**config.mk**
```make
export PLATFORM = sky130hd
export DESIGN_NAME = lbist_seq_controller
export DESIGN_NICKNAME = d
export VERILOG_FILES = /design/src/rtl/lbist_seq_controller.sv
export SDC_FILE = /design/constraint.sdc
export NUM_CORES = 1
export LEC_CHECK = 0
export CAP_MARGIN = 10
export CELL_PAD_IN_SITES_DETAIL_PLACEMENT = 0
export CELL_PAD_IN_SITES_GLOBAL_PLACEMENT = 1
export CORE_MARGIN = 1
export CORE_UTILIZATION = 30
export DETAILED_ROUTE_END_ITERATION = 8
export PLACE_DENSITY_LB_ADDON = 0.1
export SETUP_SLACK_MARGIN = 0.4
export SLEW_MARGIN = 20
export SYNTH_ARGS = -nofsm -noshare
export SYNTH_HDL_FRONTEND = slang
export SYNTH_SLANG_ARGS = --single-unit
export TNS_END_PERCENT = 10
```
**constraint.sdc**
```tcl
create_clock -name clk -period 4.2 [get_ports clk]
set_clock_uncertainty 0.2 [all_clocks]
set_input_delay 0.63 -clock clk [delete_from_list [all_inputs] [get_ports clk]]
set_output_delay 0.63 -clock clk [all_outputs]
set_load 0.1 [all_outputs]
```
**src/rtl/lbist_seq_controller.sv**
```systemverilog
// LBIST sequencer: holds the CUT and TPG in reset for a setup period, then
// steps through N_SESSIONS seeded sessions, waits for each ORA verdict (with
// a timeout), counts failing sessions and reports PASS once the run is done.
//
// state    | meaning
// ---------+------------------------------------------------------------
// ST_IDLE  | waiting for START; CUT and TPG held in reset
// ST_SETUP | CUT and TPG held in reset for SETUP_CYCLES cycles
// ST_RUN   | TPG applying patterns for the current session
// ST_EVAL  | waiting up to EVAL_TIMEOUT cycles for the ORA verdict
// ST_NEXT  | one-cycle INC pulse, TPG reseeded, pick next session or finish
// ST_DONE  | run finished, PASS valid; START restarts
module lbist_seq_controller #(
  parameter int SETUP_CYCLES = 10,
  parameter int N_SESSIONS   = 4,
  parameter int EVAL_TIMEOUT = 16,
  parameter bit STOP_ON_FAIL = 1'b0,
  localparam int SW = (N_SESSIONS > 1) ? $clog2(N_SESSIONS) : 1
) (
  input  logic          clk,
  input  logic          RESET,
  input  logic          START,
  input  logic          TPG_END,
  input  logic          ORA_RES,
  input  logic          ORA_FAIL,
  output logic          CUT_RESET,
  output logic          TPG_RESET,
  output logic          INC,
  output logic [SW-1:0] SESSION,
  output logic          BUSY,
  output logic          DONE,
  output logic          PASS,
  output logic [SW:0]   FAIL_CNT
);

  // Down-counter widths: each must hold its load value (count - 1).
  localparam int SCW = (SETUP_CYCLES > 2) ? $clog2(SETUP_CYCLES) : 1;
  localparam int ECW = (EVAL_TIMEOUT > 2) ? $clog2(EVAL_TIMEOUT) : 1;

  localparam logic [SCW-1:0] SETUP_LOAD = SCW'(SETUP_CYCLES - 1);
  localparam logic [ECW-1:0] TMO_LOAD   = ECW'(EVAL_TIMEOUT - 1);
  localparam logic [SW-1:0]  LAST_SESS  = SW'(N_SESSIONS - 1);
  localparam logic [SW:0]    FAIL_MAX   = {(SW + 1){1'b1}};

  typedef enum logic [2:0] {
    ST_IDLE  = 3'd0,
    ST_SETUP = 3'd1,
    ST_RUN   = 3'd2,
    ST_EVAL  = 3'd3,
    ST_NEXT  = 3'd4,
    ST_DONE  = 3'd5
  } state_t;

  state_t         state_q, state_d;
  logic [SCW-1:0] setup_cnt_q, setup_cnt_d;
  logic [ECW-1:0] tmo_cnt_q, tmo_cnt_d;
  logic [SW-1:0]  session_q, session_d;
  logic [SW:0]    fail_cnt_q, fail_cnt_d;
  logic           sess_fail;

  logic cut_reset_d, tpg_reset_d, inc_d, busy_d, done_d, pass_d;
  logic cut_reset_q, tpg_reset_q, inc_q, busy_q, done_q, pass_q;

  // State, counters and registered outputs; reset puts everything in IDLE.
  always_ff @(posedge clk or posedge RESET) begin
    if (RESET) begin
      state_q     <= ST_IDLE;
      setup_cnt_q <= '0;
      tmo_cnt_q   <= '0;
      session_q   <= '0;
      fail_cnt_q  <= '0;
      cut_reset_q <= 1'b1;
      tpg_reset_q <= 1'b1;
      inc_q       <= 1'b0;
      busy_q      <= 1'b0;
      done_q      <= 1'b0;
      pass_q      <= 1'b0;
    end else begin
      state_q     <= state_d;
      setup_cnt_q <= setup_cnt_d;
      tmo_cnt_q   <= tmo_cnt_d;
      session_q   <= session_d;
      fail_cnt_q  <= fail_cnt_d;
      cut_reset_q <= cut_reset_d;
      tpg_reset_q <= tpg_reset_d;
      inc_q       <= inc_d;
      busy_q      <= busy_d;
      done_q      <= done_d;
      pass_q      <= pass_d;
    end
  end

  // Next-state logic: sequencing, timers, session pointer and fail counting.
  always_comb begin
    state_d     = state_q;
    setup_cnt_d = setup_cnt_q;
    tmo_cnt_d   = tmo_cnt_q;
    session_d   = session_q;
    fail_cnt_d  = fail_cnt_q;
    sess_fail   = 1'b0;

    case (state_q)
      ST_IDLE, ST_DONE: begin
        if (START) begin
          state_d     = ST_SETUP;
          setup_cnt_d = SETUP_LOAD;
          session_d   = '0;
          fail_cnt_d  = '0;
        end
      end

      ST_SETUP: begin
        if (setup_cnt_q == '0) begin
          state_d = ST_RUN;
        end else begin
          setup_cnt_d = setup_cnt_q - 1'b1;
        end
      end

      ST_RUN: begin
        // A verdict arriving with TPG_END is consumed at once, skipping EVAL.
        if (TPG_END) begin
          if (ORA_RES) begin
            state_d   = ST_NEXT;
            sess_fail = ORA_FAIL;
          end else begin
            state_d   = ST_EVAL;
            tmo_cnt_d = TMO_LOAD;
          end
        end
      end

      ST_EVAL: begin
        // A verdict on the last allowed cycle still wins over the timeout.
        if (ORA_RES) begin
          state_d   = ST_NEXT;
          sess_fail = ORA_FAIL;
        end else if (tmo_cnt_q == '0) begin
          state_d   = ST_NEXT;
          sess_fail = 1'b1;
        end else begin
          tmo_cnt_d = tmo_cnt_q - 1'b1;
        end
      end

      ST_NEXT: begin
        if ((session_q == LAST_SESS) || (STOP_ON_FAIL && (fail_cnt_q != '0))) begin
          state_d = ST_DONE;
        end else begin
          state_d   = ST_RUN;
          session_d = session_q + 1'b1;
        end
      end

      default: begin
        state_d = ST_IDLE;
      end
    endcase

    if (sess_fail && (fail_cnt_q != FAIL_MAX)) begin
      fail_cnt_d = fail_cnt_q + 1'b1;
    end
  end

  // Output decode from the upcoming state so the registered outputs line up
  // with the state they describe.
  always_comb begin
    cut_reset_d = 1'b0;
    tpg_reset_d = 1'b0;
    inc_d       = 1'b0;
    busy_d      = 1'b0;
    done_d      = 1'b0;
    pass_d      = 1'b0;

    case (state_d)
      ST_IDLE: begin
        cut_reset_d = 1'b1;
        tpg_reset_d = 1'b1;
      end
      ST_SETUP: begin
        cut_reset_d = 1'b1;
        tpg_reset_d = 1'b1;
        busy_d      = 1'b1;
      end
      ST_RUN, ST_EVAL: begin
        busy_d = 1'b1;
      end
      ST_NEXT: begin
        tpg_reset_d = 1'b1;
        inc_d       = 1'b1;
        busy_d      = 1'b1;
      end
      ST_DONE: begin
        tpg_reset_d = 1'b1;
        done_d      = 1'b1;
        pass_d      = (fail_cnt_d == '0);
      end
      default: begin
        cut_reset_d = 1'b1;
        tpg_reset_d = 1'b1;
      end
    endcase
  end

  assign CUT_RESET = cut_reset_q;
  assign TPG_RESET = tpg_reset_q;
  assign INC       = inc_q;
  assign BUSY      = busy_q;
  assign DONE      = done_q;
  assign PASS      = pass_q;
  assign SESSION   = session_q;
  assign FAIL_CNT  = fail_cnt_q;

endmodule

```
; Word level (Yosys, flattened, before mapping)
; Cells that the tools add are included.
[op_classes]
addsub = 4
n_eq_ne = 19
muxes = 33
n_reduce_logical = 15
[op_table]
columns = operator, n
row1 = $mux W3, 10
row2 = $mux W4, 6
row3 = $pmux W4 S2, 2
row4 = $pmux W3 S5, 1
row5 = $ne A2 B2 Y1 const B, 7
row6 = $eq A3 B2 Y1 const B, 4
row7 = $eq A3 B3 Y1 const B, 4
row8 = $mux W1, 10
row9 = $logic_not A4 Y1, 2
row10 = $reduce_or A4 Y1, 2
row11 = $sub A4 B1 Y4 const B, 2
row12 = $eq A3 B1 Y1 const B, 2
row13 = $logic_not A3 Y1, 2
row14 = $reduce_and A3 Y1, 2
row15 = $reduce_bool A2 Y1, 3
row16 = $reduce_and A5 Y1, 1
row17 = $mux W2, 2
row18 = $pmux W2 S2, 1
row19 = $reduce_or A2 Y1, 2
row20 = $add A3 B1 Y3 const B, 1
row21 = $ne A3 B3 Y1 const B, 1
row22 = $add A2 B1 Y2 const B, 1
row23 = $eq A2 B2 Y1 const B, 1
row24 = $pmux W1 S2, 1
row25 = $logic_and A1 B1 Y1, 1
[totals]
reg_bits = 22
in_bits = 6
output_inout_bits = 11
word_cells = 82

; Logic depth before layout (Yosys ltp)
[depth]
ltp_word = 8
depth_mapped = 7
ltp_nobuf = 7

; Worst setup path before layout
; No wires, ideal clock.
[synth_timing]
kind = reg2reg
start = register session_q[0] (netlist: SESSION[0])
end = register cut_reset_q (netlist: CUT_RESET)
setup_ns = 0.083
t_arrival_ns = 1.935
required_time_ns = 3.917
path_slack_ns = 1.982
path_stages_with_launch = 6
path_buffers = 0
synth_period_minus_slack_ns = 2.218
path_cell_list = dfrtp_1 ha_1 nor2_1 a2111oi_4 nand2b_1 nor2_1
[synth_via]
elab_chain_cells = 6
word_cells_on_any_way = 9
cone_classes = eq/ne (5) / mux (3) / reduce/logical (1)
[synth_rtl]
columns = element, line_no
row1 = start: declaration, 57  ; logic [SW-1:0] session_q, session_d;
row2 = start signal: assignment, 82  ; session_q <= session_d;
row3 = $eq A2 B2 Y1 *, 147  ; if ((session_q == LAST_SESS) || (STOP_ON_FAIL && (fail_cnt_q != '0))) begin
row4 = $mux W3 *, 147
row5 = $pmux W3 S5 *, 102  ; case (state_q)
row6 = via state_d[2], 54  ; state_t state_q, state_d;
row7 = $eq A3 B3 Y1 / $eq A3 B2 Y1 (equally long branches), 175  ; case (state_d)
row8 = $reduce_or A4 Y1 (no line) *, n/a
row9 = $mux W1 *, 175
row10 = via cut_reset_d, 61  ; logic cut_reset_d, tpg_reset_d, inc_d, busy_d, done_d, pass_d;
row11 = end signal: assignment, 84  ; cut_reset_q <= cut_reset_d;
row12 = end: declaration, 62  ; logic cut_reset_q, tpg_reset_q, inc_q, busy_q, done_q, pass_q;
; Mark *: on every way through the listed nets, which the timed path passes. The rest lies on a longest branch.
; A chain may end at the register's enable or synchronous reset.

; Worst setup path after layout
[layout_timing]
start = register cut_reset_q (netlist: CUT_RESET)
end = output port CUT_RESET
[layout_rtl]
columns = element, line_no
row1 = end: declaration, 26  ; output logic CUT_RESET,
; No word-level cell between the ends.

==> results.ini <==
[worst_setup_path]
cp_num_buf_inv = 1
reg2reg_from = state_q[0]
worstSetupStartpoint = CUT_RESET
path_class = reg -> out
worstPathMaxFanout = 1
rr_endpoint = setup_cnt_q[3]
ff2ff_path_depth = 4
worst_path_largest_cell_delay_ns = 1.12
end_kind = output pin
cp_cell_sequence = clkdlybuf4s50_1
cp.required_ns = 3.37
reg2reg_slack_ns = 2.21
crit_end = CUT_RESET
cp_slowest_cell = clkdlybuf4s50_1
cp.depth = 1
cp_top_family = buffers and inverters
cp-start-kind = flip-flop
arrival_ns = 1.91

[clock_tree]
htreeDepth = 1
cts_sinks = 22
clkTransAtPathRegs_ns = 0.08
ctsResizeCount = 0
clk_path_buf_depth = 2
cts_tree = yes
numCtsBuffers = 3
ctsHoldBuffers = 0
post_cts_buffers = 0
cts_root_buffer = clkbuf_8
clock_latency_ns = 0.26

[synthesis]
synth_edf_count = 0
ys.flop_type = dfrtp_1
yosys_warnings = 0
yosysUniqueCellTypes = 48
synth.most_common_cell = dfrtp_1
synthesis.nets = 144
synthTopCellsByArea = dfrtp_1 (38%), ha_1 (5.7%), a21oi_1 (4.2%)
async_flop_share_pct = 100.0
syn_area_sq_um = 1326
avgSynthCellArea_sq_um = 10.05
synthTopCellsByCount = dfrtp_1 (20), a21oi_1 (11), inv_1 (11), nand2_1 (11)
synth-seq-cells = 22
synthCells = 132
synth_seq_area_share_pct = 41.70
synth_top_area_share_pct = 37.74
synth_top_area_cell = dfrtp_1

[layout]
final_util_pct = 37.98
layout-drive-gt1-share_pct = 12.84
syn_to_final_growth_pct = 17.83
n_antenna_cell = 0
nets = 161

[route]
via_count = 1016
via_per_inst = 5.131
wl_per_cell_um = 14.18
postRouteAntennaNets = 0
drt_pass1_iterations = 4
first_iter_violations = 32
routed_wl_mm = 2.808
drc = 0

[place]
place_ws_ns = 1.751
gp_congestion = 0.7805
dp_hpwl_mm = 2.040
portBuffers = 16

[die]
ioPinCount = 17
initial_core_util_pct = 32.23
die_h_um = 68.49
die_w_um = 68.49
coreArea_sq_um = 4115
num_rows = 23
die_area_sq_um = 4691

[power_and_ir_drop]
pwr-share-seq_pct = 32.4
swShare_pct = 49.41
p_leak_nw = 0.6969
powerDensity_nw_per_um2 = 780.1
vdd.ir_drop.worst_v = 0.0002536
p_sw_uw = 602.3
internal_power_uw = 616.7
p_comb_share_pct = 54.9
power_frac_clock_pct = 12.7

[timing]
final-setup-viol-count = 0
worst_pin_slew_ns = 0.9823
timing.final.max_slew_violations = 0
max_freq_mhz = 365.6
finalHoldViolCount = 0
min_period_ns = 2.735
fin_crit_sh_pct = 65.13
fin_tns_setup_ns = 0
setup_ws_ns = 1.465
slew-limit-headroom_pct = 34.31
rsz0062_at_grt = false

[worst_hold_path]
hold_class = reg -> reg

[global_routing]
grt_pass1_wl_mm = 4.843
grt_pass1_vias = 1045
overflow = 0
grt_max_degree = 23
grt.total_usage_pct = 13.99
grt_antenna_before_repair = 0

[outcome]
outcome = finished, final reports clean

[job]
drv_cap = 0

==> routing by layer <==
layer,GRT usage [%],wire length (um),part of all wire (%)
met1,18.36,1409,50
met2,22.43,1288,46
met3,2.467,92,3.3
met4,5.990,19,0.68
met5,0,0,0
==> metrics by stage <==
stage                     power (mW)  area [sq um]  std cells  hold WS, ns
final                          1.219          1563        198       0.3219
after global routing           1.313          1563        198       0.3586
after CTS                      1.230          1563        198       0.3258
after detailed placement       1.073          1508        194       0.3013
after global placement         1.066          1508        194       0.3074
after floorplan               0.9503          1326        132       0.2784
==> registers in the layout (all words and copies together), names as in the netlist <==
name         count
DONE             1
tmo_cnt_q        4
TPG_RESET        1
FAIL_CNT         3
BUSY             1
state_q          3
SESSION          2
INC              1
CUT_RESET        1
setup_cnt_q      4
PASS             1
==> worst reg2reg max path: stages, from the launching register on <==
cell     delay, ns
dfrtp_1       0.78
nor3b_4       0.37
nand3_2       0.11
xnor2_1       0.12
or3_1         0.30
==> logic make-up (layout without fill, tap and decap cells) <==
family / after synthesis / in the layout / share of synthesized area, %
buffers and inverters: 16 / 32 / 6.509
DFF: 22 / 22 / 41.70
xor gates and xnor gates: 1 / 1 / 0.6605
AOI/OAI and AO/OA: 35 / 35 / 19.25
and+or+nand+nor: 48 / 48 / 23.21
adders and majority gates: 6 / 6 / 5.660
muxes: 4 / 4 / 3.019
==> final cells by class <==
cell class              instances  area (sq um)
fillers                       414          2552
repair buffers                 16         160.2
flip-flops and latches         22         553.0
clock buffers                   4         55.05
inverters                      12         45.04
multi-input cells              94         686.9
well taps                      50         62.56
==> power by group through the flow <==
| stage | combinational [mW] | clock [mW] | sequential (mW) |
|---|---|---|---|
| floorplan | 0.421 | 0 | 0.529 |
| global placement | 0.668 | 0 | 0.398 |
| detailed placement | 0.674 | 0 | 0.399 |
| CTS | 0.676 | 0.159 | 0.395 |
| global route | 0.736 | 0.166 | 0.412 |
| finish | 0.669 | 0.155 | 0.395 |
==> cells in the final DEF, fill, tap and decap left out, drive strengths merged, types with 2 or more instances in the layout <==
cell           count
a21oi             11
a22o               2
and3               5
clkbuf             4
clkdlybuf4s50     16
dfrtp             20
dfstp              2
ha                 6
inv               12
mux2i              4
nand2             12
nand2b             3
nand3              5
nor2               5
nor3               5
nor3b              4
o21a               2
o21ai              7
or3                2
or3b               3
==> how the worst min path moves through the flow <==
| stage | endpoint | startpoint | slack (ns) | depth (start not counted) |
|---|---|---|---|---|
| 6_report | setup_cnt_q[1] | setup_cnt_q[1] | 0.32 | 1 |
| 4_1_cts | setup_cnt_q[1] | setup_cnt_q[1] | 0.33 | 1 |
| 3_5_place_dp | setup_cnt_q[1] | setup_cnt_q[1] | 0.30 | 1 |
| 2_1_floorplan | setup_cnt_q[1] | setup_cnt_q[1] | 0.28 | 1 |
| 3_3_place_gp | setup_cnt_q[1] | setup_cnt_q[1] | 0.31 | 1 |
| 5_1_grt | setup_cnt_q[1] | setup_cnt_q[1] | 0.36 | 1 |
(Power assumes the default switching activity.)
